## src/rtl/aes_cipher.sv

```systemverilog
// ---------------------------------------------------------------------------
// aes_cipher -- iterative AES-128 encryption core, one round per clock.
//
// A block is accepted from IDLE when start and keys_valid are both high. The
// plaintext is whitened with round key 0 at that edge. The next ten edges
// each perform one full round, and the last round omits MixColumns. After the
// tenth round edge the result is loaded into ciphertext and done pulses for
// one cycle. Only one block is in flight at a time, and a start seen while
// busy is dropped.
//
// The round-key bank is not registered here. The key-expansion block must
// hold round_keys stable from the accepting edge to the done pulse.
//
// Ports
//   clk         rising-edge clock
//   rst         synchronous active-high reset (highest priority)
//   start       request to encrypt plaintext in the same cycle
//   keys_valid  round_keys complete and stable (key-expansion finish flag)
//   plaintext   128-bit input block, byte 0 = bits [127:120]
//   round_keys  11 x 128-bit round keys, key r = round_keys[1407-128*r -: 128]
//   ciphertext  128-bit result, held between done pulses
//   busy        encryption in progress
//   done        one-cycle pulse: ciphertext has just been updated
//
// Also contains sbox, the combinational AES S-box used by SubBytes.
// ---------------------------------------------------------------------------

module sbox (
    input  logic [7:0] a,
    output logic [7:0] s
);
    localparam logic [7:0] SBOX_TABLE [256] = '{
        8'h63, 8'h7c, 8'h77, 8'h7b, 8'hf2, 8'h6b, 8'h6f, 8'hc5, 8'h30, 8'h01, 8'h67, 8'h2b, 8'hfe, 8'hd7, 8'hab, 8'h76,
        8'hca, 8'h82, 8'hc9, 8'h7d, 8'hfa, 8'h59, 8'h47, 8'hf0, 8'had, 8'hd4, 8'ha2, 8'haf, 8'h9c, 8'ha4, 8'h72, 8'hc0,
        8'hb7, 8'hfd, 8'h93, 8'h26, 8'h36, 8'h3f, 8'hf7, 8'hcc, 8'h34, 8'ha5, 8'he5, 8'hf1, 8'h71, 8'hd8, 8'h31, 8'h15,
        8'h04, 8'hc7, 8'h23, 8'hc3, 8'h18, 8'h96, 8'h05, 8'h9a, 8'h07, 8'h12, 8'h80, 8'he2, 8'heb, 8'h27, 8'hb2, 8'h75,
        8'h09, 8'h83, 8'h2c, 8'h1a, 8'h1b, 8'h6e, 8'h5a, 8'ha0, 8'h52, 8'h3b, 8'hd6, 8'hb3, 8'h29, 8'he3, 8'h2f, 8'h84,
        8'h53, 8'hd1, 8'h00, 8'hed, 8'h20, 8'hfc, 8'hb1, 8'h5b, 8'h6a, 8'hcb, 8'hbe, 8'h39, 8'h4a, 8'h4c, 8'h58, 8'hcf,
        8'hd0, 8'hef, 8'haa, 8'hfb, 8'h43, 8'h4d, 8'h33, 8'h85, 8'h45, 8'hf9, 8'h02, 8'h7f, 8'h50, 8'h3c, 8'h9f, 8'ha8,
        8'h51, 8'ha3, 8'h40, 8'h8f, 8'h92, 8'h9d, 8'h38, 8'hf5, 8'hbc, 8'hb6, 8'hda, 8'h21, 8'h10, 8'hff, 8'hf3, 8'hd2,
        8'hcd, 8'h0c, 8'h13, 8'hec, 8'h5f, 8'h97, 8'h44, 8'h17, 8'hc4, 8'ha7, 8'h7e, 8'h3d, 8'h64, 8'h5d, 8'h19, 8'h73,
        8'h60, 8'h81, 8'h4f, 8'hdc, 8'h22, 8'h2a, 8'h90, 8'h88, 8'h46, 8'hee, 8'hb8, 8'h14, 8'hde, 8'h5e, 8'h0b, 8'hdb,
        8'he0, 8'h32, 8'h3a, 8'h0a, 8'h49, 8'h06, 8'h24, 8'h5c, 8'hc2, 8'hd3, 8'hac, 8'h62, 8'h91, 8'h95, 8'he4, 8'h79,
        8'he7, 8'hc8, 8'h37, 8'h6d, 8'h8d, 8'hd5, 8'h4e, 8'ha9, 8'h6c, 8'h56, 8'hf4, 8'hea, 8'h65, 8'h7a, 8'hae, 8'h08,
        8'hba, 8'h78, 8'h25, 8'h2e, 8'h1c, 8'ha6, 8'hb4, 8'hc6, 8'he8, 8'hdd, 8'h74, 8'h1f, 8'h4b, 8'hbd, 8'h8b, 8'h8a,
        8'h70, 8'h3e, 8'hb5, 8'h66, 8'h48, 8'h03, 8'hf6, 8'h0e, 8'h61, 8'h35, 8'h57, 8'hb9, 8'h86, 8'hc1, 8'h1d, 8'h9e,
        8'he1, 8'hf8, 8'h98, 8'h11, 8'h69, 8'hd9, 8'h8e, 8'h94, 8'h9b, 8'h1e, 8'h87, 8'he9, 8'hce, 8'h55, 8'h28, 8'hdf,
        8'h8c, 8'ha1, 8'h89, 8'h0d, 8'hbf, 8'he6, 8'h42, 8'h68, 8'h41, 8'h99, 8'h2d, 8'h0f, 8'hb0, 8'h54, 8'hbb, 8'h16
    };

    assign s = SBOX_TABLE[a];
endmodule

module aes_cipher (
    input  logic            clk,
    input  logic            rst,
    input  logic            start,
    input  logic            keys_valid,
    input  logic [127:0]    plaintext,
    input  logic [1407:0]   round_keys,
    output logic [127:0]    ciphertext,
    output logic            busy,
    output logic            done
);
    typedef enum logic {
        IDLE = 1'b0,
        RUN  = 1'b1
    } fsm_t;

    fsm_t         fsm, fsm_d;
    logic [3:0]   rnd, rnd_d;
    logic [127:0] state, state_d;
    logic [127:0] ct_d;
    logic         busy_d, done_d;

    // GF(2^8) multiply by 2, reduced by the AES polynomial.
    function automatic logic [7:0] xtime(input logic [7:0] b);
        return {b[6:0], 1'b0} ^ (b[7] ? 8'h1b : 8'h00);
    endfunction

    // One MixColumns column; byte of row 0 sits in the top 8 bits.
    function automatic logic [31:0] mix_col(input logic [31:0] col);
        logic [7:0] a0, a1, a2, a3;
        a0 = col[31:24];
        a1 = col[23:16];
        a2 = col[15:8];
        a3 = col[7:0];
        return {xtime(a0) ^ xtime(a1) ^ a1 ^ a2 ^ a3,
                a0 ^ xtime(a1) ^ xtime(a2) ^ a2 ^ a3,
                a0 ^ a1 ^ xtime(a2) ^ xtime(a3) ^ a3,
                xtime(a0) ^ a0 ^ a1 ^ a2 ^ xtime(a3)};
    endfunction

    // Round-key view. It is padded to 16 entries so every value of rnd selects
    // a defined word. rnd never exceeds 10, so the padding is never used.
    logic [127:0] rk [16];

    genvar gi, gc, gr;
    generate
        for (gi = 0; gi < 16; gi++) begin : g_rk
            if (gi < 11) begin : g_used
                assign rk[gi] = round_keys[1407-128*gi -: 128];
            end else begin : g_pad
                assign rk[gi] = '0;
            end
        end
    endgenerate

    // SubBytes: one S-box per state byte. Byte i is state[127-8*i -: 8] and
    // sits at row i%4, column i/4.
    logic [7:0] sb [16];
    logic [7:0] sr [16];

    generate
        for (gi = 0; gi < 16; gi++) begin : g_sub
            sbox u_sbox (
                .a (state[127-8*gi -: 8]),
                .s (sb[gi])
            );
        end

        // ShiftRows: row r rotates left by r, so the output at (r, c) takes the
        // input at (r, (c+r) mod 4).
        for (gc = 0; gc < 4; gc++) begin : g_col
            for (gr = 0; gr < 4; gr++) begin : g_row
                assign sr[4*gc+gr] = sb[4*((gc+gr)%4)+gr];
            end
        end
    endgenerate

    logic [127:0] sr_blk, mc_blk, round_out;

    generate
        for (gi = 0; gi < 16; gi++) begin : g_pack
            assign sr_blk[127-8*gi -: 8] = sr[gi];
        end
        for (gc = 0; gc < 4; gc++) begin : g_mix
            assign mc_blk[127-32*gc -: 32] = mix_col(sr_blk[127-32*gc -: 32]);
        end
    endgenerate

    // The final round skips MixColumns.
    assign round_out = (rnd == 4'd10) ? (sr_blk ^ rk[rnd]) : (mc_blk ^ rk[rnd]);

    // NOTE: every signal assigned here receives a default first, so no path
    // can leave one unassigned and infer a latch.
    always_comb begin
        fsm_d   = fsm;
        rnd_d   = rnd;
        state_d = state;
        ct_d    = ciphertext;
        busy_d  = busy;
        done_d  = 1'b0;

        case (fsm)
            IDLE: begin
                // A start without valid keys is dropped and leaves no trace.
                if (start && keys_valid) begin
                    state_d = plaintext ^ rk[0];
                    rnd_d   = 4'd1;
                    busy_d  = 1'b1;
                    fsm_d   = RUN;
                end
            end
            RUN: begin
                // start is not looked at here, so a request while busy is lost.
                state_d = round_out;
                if (rnd == 4'd10) begin
                    ct_d   = round_out;
                    done_d = 1'b1;
                    busy_d = 1'b0;
                    rnd_d  = 4'd0;
                    fsm_d  = IDLE;
                end else begin
                    rnd_d = rnd + 4'd1;
                end
            end
        endcase
    end

    // NOTE: state registers use non-blocking assignments so every flop samples
    // the pre-edge values, whatever order the simulator runs processes in.
    always_ff @(posedge clk) begin
        if (rst) begin
            fsm        <= IDLE;
            rnd        <= 4'd0;
            state      <= '0;
            ciphertext <= '0;
            busy       <= 1'b0;
            done       <= 1'b0;
        end else begin
            fsm        <= fsm_d;
            rnd        <= rnd_d;
            state      <= state_d;
            ciphertext <= ct_d;
            busy       <= busy_d;
            done       <= done_d;
        end
    end
endmodule

```

## config.mk

```make
export PLATFORM = sky130hd
export DESIGN_NAME = aes_cipher
export DESIGN_NICKNAME = d
export VERILOG_FILES = /design/src/rtl/aes_cipher.sv
export SDC_FILE = /design/constraint.sdc
export NUM_CORES = 2
export LEC_CHECK = 0
export CORE_AREA = 2 2 657 659
export CTS_CLUSTER_SIZE = 10
export DETAILED_ROUTE_END_ITERATION = 16
export DIE_AREA = 0 0 659 661
export GPL_TIMING_DRIVEN = 0
export PLACE_DENSITY = 0.36
export SKIP_CTS_REPAIR_TIMING = 1
export SLEW_MARGIN = 20
export SYNTH_ARGS = -nofsm -noshare
export SYNTH_HDL_FRONTEND = slang
export SYNTH_SLANG_ARGS = --single-unit
```

## constraint.sdc

```tcl
create_clock -name clk -period 5.29 [get_ports clk]
set_input_delay 1.058 -clock clk [delete_from_list [all_inputs] [get_ports clk]]
set_output_delay 1.058 -clock clk [all_outputs]
set_load 0.05 [all_outputs]
```

After elaboration in Yosys (flattened, before gate mapping)

Memory sizes are Yosys's and may differ from the RTL's.
Cells that the tools add are included.

$add $sub $neg: 1
Order comparisons: 17
Eq/ne operators: 3
Muxes and demuxes: 64
Bitwise logic cells: 101
Reduce and logical (&&, ||, !) cells: 4

Operator list:

| kind                                                                     | count |
|---|---|
| 128-bit binary-select mux with 4-bit select                              | 1 |
| 128-bit two-way mux                                                      | 4 |
| 8-bit XOR                                                                | 64 |
| 128-bit XOR                                                              | 3 |
| 8-bit two-way mux                                                        | 32 |
| 128-bit one-hot mux with 2 select lines                                  | 1 |
| 9-bit >= comparator (second input constant)                              | 16 |
| 8-bit NOT with 9-bit output                                              | 16 |
| 8-bit by 5-bit XOR with 8-bit output                                     | 16 |
| 5-bit two-way mux                                                        | 16 |
| 4-bit two-way mux                                                        | 2 |
| 4-bit one-hot mux with 2 select lines                                    | 1 |
| 5-bit >= comparator (second input constant)                              | 1 |
| 1-bit two-way mux                                                        | 5 |
| 4-bit NOT with 5-bit output                                              | 1 |
| 4-bit by 1-bit adder with 4-bit output (second input constant)           | 1 |
| 4-bit equality test (second input constant)                              | 1 |
| 1-bit one-hot mux with 2 select lines                                    | 2 |
| 2-bit AND reduction                                                      | 2 |
| 2-bit by 1-bit inequality test with 1-bit output (second input constant) | 1 |
| 2-bit inequality test (second input constant)                            | 1 |
| 2-bit OR reduction                                                       | 1 |
| 1-bit logical AND                                                        | 1 |
| 1-bit NOT                                                                | 1 |

Register bits: 263
Memory bits (read-only): 32768
Input bits: 1540
Logic and storage cells: 212
Memories: 16

Memory list:

| memory           | depth | bits a word | read ports | clocked after Yosys merged registers in | write ports | RTL line | text |
|---|---|---|---|---|---|---|---|
| (name not given) | 256   | 8           | 1          | 0                                       | 0           | 51       | `assign s = SBOX_TABLE[a];` |
| (name not given) | 256   | 8           | 1          | 0                                       | 0           | 51       |  |
| (name not given) | 256   | 8           | 1          | 0                                       | 0           | 51       |  |
| (name not given) | 256   | 8           | 1          | 0                                       | 0           | 51       |  |
| (name not given) | 256   | 8           | 1          | 0                                       | 0           | 51       |  |
| (name not given) | 256   | 8           | 1          | 0                                       | 0           | 51       |  |
| 10 more memories | n/a   | n/a         | n/a        | n/a                                     | n/a         | n/a      |  |

Longest topological paths before layout

Word-level depth: 13
Depth in mapped cells: 17

By module

Synthesis repeated with hierarchy kept, for this count alone.

Cells, all modules: 11499
Area, all modules: 80743.7 um2

Modules (own cells, without submodules):

| module                      | times used | cells each | area an instance (um2) | sequential area each (um2) |
|---|---|---|---|---|
| sbox (g_sub[10].u_sbox ...) | 15         | 507        | 3179.3                 | 0.0 |
| aes_cipher                  | 1          | 3329       | 29555.8                | 5265.0 |
| sbox (g_sub[0].u_sbox)      | 1          | 565        | 3498.4                 | 0.0 |

Worst setup path after synthesis

No wires, ideal clock.

Kind: reg-to-reg
From: reg state[57]
To: reg state[36]
Library setup time: 0.117 ns
Arrival time: 4.163 ns
Slack: 1.011 ns
Cell stages (with the launch flop): 16
Buffers on the path: 3
Cell sequence: dfxtp_1 buf_2 clkbuf_1 buf_1 inv_1 ha_1 nor2b_1 nor2_1 mux4_2 a2111oi_2 a211oi_4 xor2_2 xnor2_1 xnor3_1 mux2i_1 nor2_1

Word-level cells in the longest chain between the ends: 13

RTL lines:

| item                                                   | RTL line | text |
|---|---|---|
| from (decl)                                            | 72       | `logic [127:0] state, state_d;` |
| from (signal assigned)                                 | 194      | `state <= state_d;` |
| 8-bit NOT with 9-bit output (implied by the code) *    | 51       |  |
| memory read 256 x 8 bit *                              | n/a      |  |
| 8-bit two-way mux (implied by the code) * (2 in a row) | 51       |  |
| 5-bit two-way mux                                      | 78       | `return {b[6:0], 1'b0} ^ (b[7] ? 8'h1b : 8'h00);` |
| 8-bit by 5-bit XOR with 8-bit output                   | 78       |  |
| 8-bit XOR * (4 in a row)                               | 91       | `xtime(a0) ^ a0 ^ a1 ^ a2 ^ xtime(a3)};` |
| 128-bit XOR *                                          | 143      | `assign round_out = (rnd == 4'd10) ? (sr_blk ^ rk[rnd]) : (mc_blk ^ rk[rnd]);` |
| 128-bit two-way mux *                                  | 143      |  |
| 128-bit one-hot mux with 2 select lines *              | 155      | `case (fsm)` |

Mark *: on every way between the ends. The rest lies on a longest branch, timed or not. The select of a mux whose other input is x is not followed.
A chain may end at the register's enable or synchronous reset.

Worst setup path after layout

From: reg rnd[3]
To: reg state[38]

Word-level cells in the longest chain between the ends: 7
Elaborated cells on any way between the ends: 9

RTL lines:

| item                                                   | RTL line | text |
|---|---|---|
| from (decl)                                            | 71       | `logic [3:0] rnd, rnd_d;` |
| from (signal assigned)                                 | 193      | `rnd <= rnd_d;` |
| 4-bit NOT with 5-bit output (implied by the code)      | 143      |  |
| 128-bit binary-select mux with 4-bit select            | 143      |  |
| 128-bit two-way mux (implied by the code) (2 in a row) | 143      |  |
| 128-bit XOR                                            | 143      |  |
| 128-bit two-way mux *                                  | 143      |  |
| 128-bit one-hot mux with 2 select lines *              | 155      |  |

Marked as above.

==> impl_metrics.toml <==
[pwr]
combPwrFrac_pct = 93.8
p_leak_nw = 39.2
powerDensity_nw_per_um2 = 929
seqPwrFrac_pct = 3.0
clkPwrFrac_pct = 3.2
intPower_mw = 38.0
switchingPower_mw = 71.6
finalPower_mw = 110
switching_share_pct = 65.3
vdd_drop_max_mv = 1.19

[drt]
routed_via_density = 6.70
drtPass1Iterations = 9
drt_iter0_drc = 22734
ant_nets = 0
route.detailed.drc = 0
vias = 134424
drt-wirelength-per-cell_um = 58.9
drt-total-wl_um = 1180000

[cells_and_area]
fin_area_um2 = 118000
syn2layout_area_growth_pct = 40.2
n_fill_cell = 47984
final_util_pct = 27.5
final_layout_size_suffix_gt1_share_pct = 16.8
nNetsFinal = 15625

[worst_hold_path]
hp-start = "ciphertext[119]"
hp-class = "flip-flop to flip-flop"

[run_status]
violations = "negative setup slack"
status = "finished with violations"

[critical_path]
cp-end-kind = "flip-flop"
reg2reg_from = "rnd[3]"
regToRegEndpoint = "state[38]"
critPathLaunch = "rnd[3]"
worst_setup_path_start_kind = "flip-flop"
worstPathArrival_ns = 6.26
reg2reg_depth = 12
regToRegSetupSlack_ns = -0.38
crit_fanout = 10
critPathCapture = "state[38]"
path_class = "flip-flop to flip-flop"
crit_required_ns = 5.88

[synthesis]
synth_top_area_share_pct = 11.0
netlist_instances = 11886
synth-edff-count = 0
yosys.area.top_type = "mux4_2"
yosys_warnings = 0
synth_seq_cells = 263
ys_top_cells_by_area = "mux4_2, dfxtp_1, o21ai_0"
yosys_most_used_dff = "dfxtp_1"
yosysSeqAreaShare_pct = 6.26
synthesis.nets = 13658
synth_cell_types = 125
syn_area_um2 = 84100
async_reset_ff_share_pct = 0
syn_area_per_cell_um2 = 7.08

[global_route]
grt_pass1_vias = 121637
grt_max_degree = 17
grt_use_total_pct = 51.6
global_route.overflow_total = 0
grt_antenna_before_repair = 490
grt_pass1_wl_um = 1460000

[placement]
dp_slack_ns = -2.88
placed_cell_area_um2 = 111000
numPortBuffers = 1669
place.gp.congestion = 1.09
dp_hpwl_um = 978000

[clocking]
clock_latency_ns = 0.77
tritoncts = "yes"
clk_transition_reported_paths_ns = 0.06
root_buffer = "clkbuf_16"
cts_sinks = 263
cts_buffers = 48
cts_buffer_depth = 3
htree_num_levels = 2

[floorplanning]
start_util_pct = 19.6
rows = 241
core_region_area_um2 = 429000
die_h_um = 661
die_x_um = 659
pin_count = 1670
dieArea_um2 = 436000

[sta]
clock_skew_ns = 0.0751
setup_viol = 83
hold_violations = 0
whs_ns = 0.457
finalCritPeriodShare_pct = 107
relSlewSlack_pct = 8.53
setup_ws_ns = -0.380
tightest_slew_ns = 1.37
fmax_mhz = 176
drv_slew = 0
period_needed_ns = 5.67

[run]
maxCapViolCount = 0
[power groups by stage]
| stage | clock, mW | sequential (mW) | combinational [mW] |
|---|---|---|---|
| after floorplan | 0 | 2.76 | 49.4 |
| after global placement | 0 | 3.29 | 91.0 |
| after detailed placement | 0 | 3.28 | 90.2 |
| after CTS | 3.48 | 3.24 | 90.7 |
| after global routing | 3.50 | 3.31 | 102 |
| final | 3.48 | 3.31 | 103 |
[layout by cell type (no fill, tap or decap), drive strengths merged, types with 130 or more instances in the layout]
cell           synthesis  final
a21oi                918    918
o221ai               159    159
nand2               1092   1092
nand2b               382    382
a311oi               152    152
nor2                 769    769
clkdlybuf4s50          0   1667
inv                  143    130
ha                   232    232
mux4                 411    411
o211ai               319    319
dfxtp                263    263
o311ai               151    151
clkbuf               687    734
buf                  725    981
diode                  0    478
nor2b                306    306
nand3                286    286
a211oi               264    264
o21ai               1032   1032
xnor2                473    473
nor3                 403    403
xor2                 313    313
a31oi                223    223
mux2i                229    229
[critical path, stage by stage (launching register included)]
cell and delay (ns):
dfxtp_1 0.93, clkbuf_2 0.55, buf_2 0.49, buf_12 0.28
clkdlybuf4s15_1 0.89, o211ai_1 0.27, o21ai_0 0.27, o21ai_1 0.10
buf_4 0.25, xor2_1 0.22, a21oi_1 0.54, o221ai_1 0.30
a21oi_1 0.30
[metal layers]
layer	GRT usage [%]	vias to the layer above	share of wire, %	routed length [µm]
li1	-	49590	-	-
met2	70.0	12704	38	453000
met1	58.6	68526	36	430000
met5	1.26	-	0.11	1260
met4	45.2	138	11	128000
met3	26.7	3466	14	170000
[cell families after synthesis]
kind of cell	after synthesis	share of synthesized area (%)
adders and majority gates	239	3.53
muxes	685	14.3
buffers and inverters	1586	8.43
DFF	263	6.26
xor gates and xnor gates	813	9.00
and+or+nand+nor	3891	22.8
AOI/OAI and AO/OA	4409	35.6
[Yosys cell counts (74+ instances only)]
| library cell | number |
|---|---|
| o221ai_1 | 157 |
| a31oi_1 | 219 |
| o311ai_0 | 143 |
| nand2b_1 | 382 |
| o22ai_1 | 96 |
| o21ai_0 | 1012 |
| nor3b_1 | 76 |
| a211oi_1 | 253 |
| dfxtp_1 | 263 |
| or2_2 | 96 |
| buf_2 | 469 |
| nand3_1 | 286 |
| xnor2_1 | 469 |
| inv_1 | 133 |
| buf_4 | 90 |
| buf_1 | 138 |
| mux2i_1 | 228 |
| xor2_1 | 306 |
| ha_1 | 232 |
| nand2_1 | 1092 |
| a21oi_1 | 917 |
| a221oi_1 | 80 |
| mux4_2 | 411 |
| o31ai_1 | 114 |
| clkbuf_1 | 685 |
| a21o_1 | 74 |
| a311oi_1 | 146 |
| o21a_1 | 118 |
| nor2b_1 | 306 |
| nor3_1 | 401 |
| and2_1 | 104 |
| nor2_1 | 766 |
| o211ai_1 | 315 |
[worst min-delay path by stage]
stage / endpoint / slack, ns / depth (start not counted)
floorplan: rnd[1] / 0.66 / 4
global placement: ciphertext[65] / 0.45 / 2
detailed placement: ciphertext[88] / 0.45 / 2
CTS: ciphertext[88] / 0.46 / 2
global route: busy / 0.48 / 2
finish: ciphertext[119] / 0.46 / 2
[per-stage QoR]
stage | cells | TNS [ns]
after floorplan | 11886 | 0
after global placement | 19265 | -1147.78
after detailed placement | 19394 | -527.03
after CTS | 19481 | -540.22
after global routing | 19793 | -0.207
final | 20078 | -9.20
[area by class of cell]
type                            count  area, µm²  share of cell area, %
Antenna cell                      478       1200                   1.01
Buffer                           1371       6860                   5.82
Clock buffer                       59       1280                   1.09
Clock inverter                     28        265                  0.225
Inverter                          174        728                  0.617
Multi-Input combinational cell  10037      74600                   63.2
Sequential cell                   263       5300                   4.49
Tap cell                         5710       7140                   6.06
Timing Repair Buffer             1958      20600                   17.5
[flip-flops by register name, indices dropped and copies added (netlist names)]
signal,count
fsm,1
rnd,4
ciphertext,128
done,1
busy,1
state,128
Power figures use the tool's default switching activity.
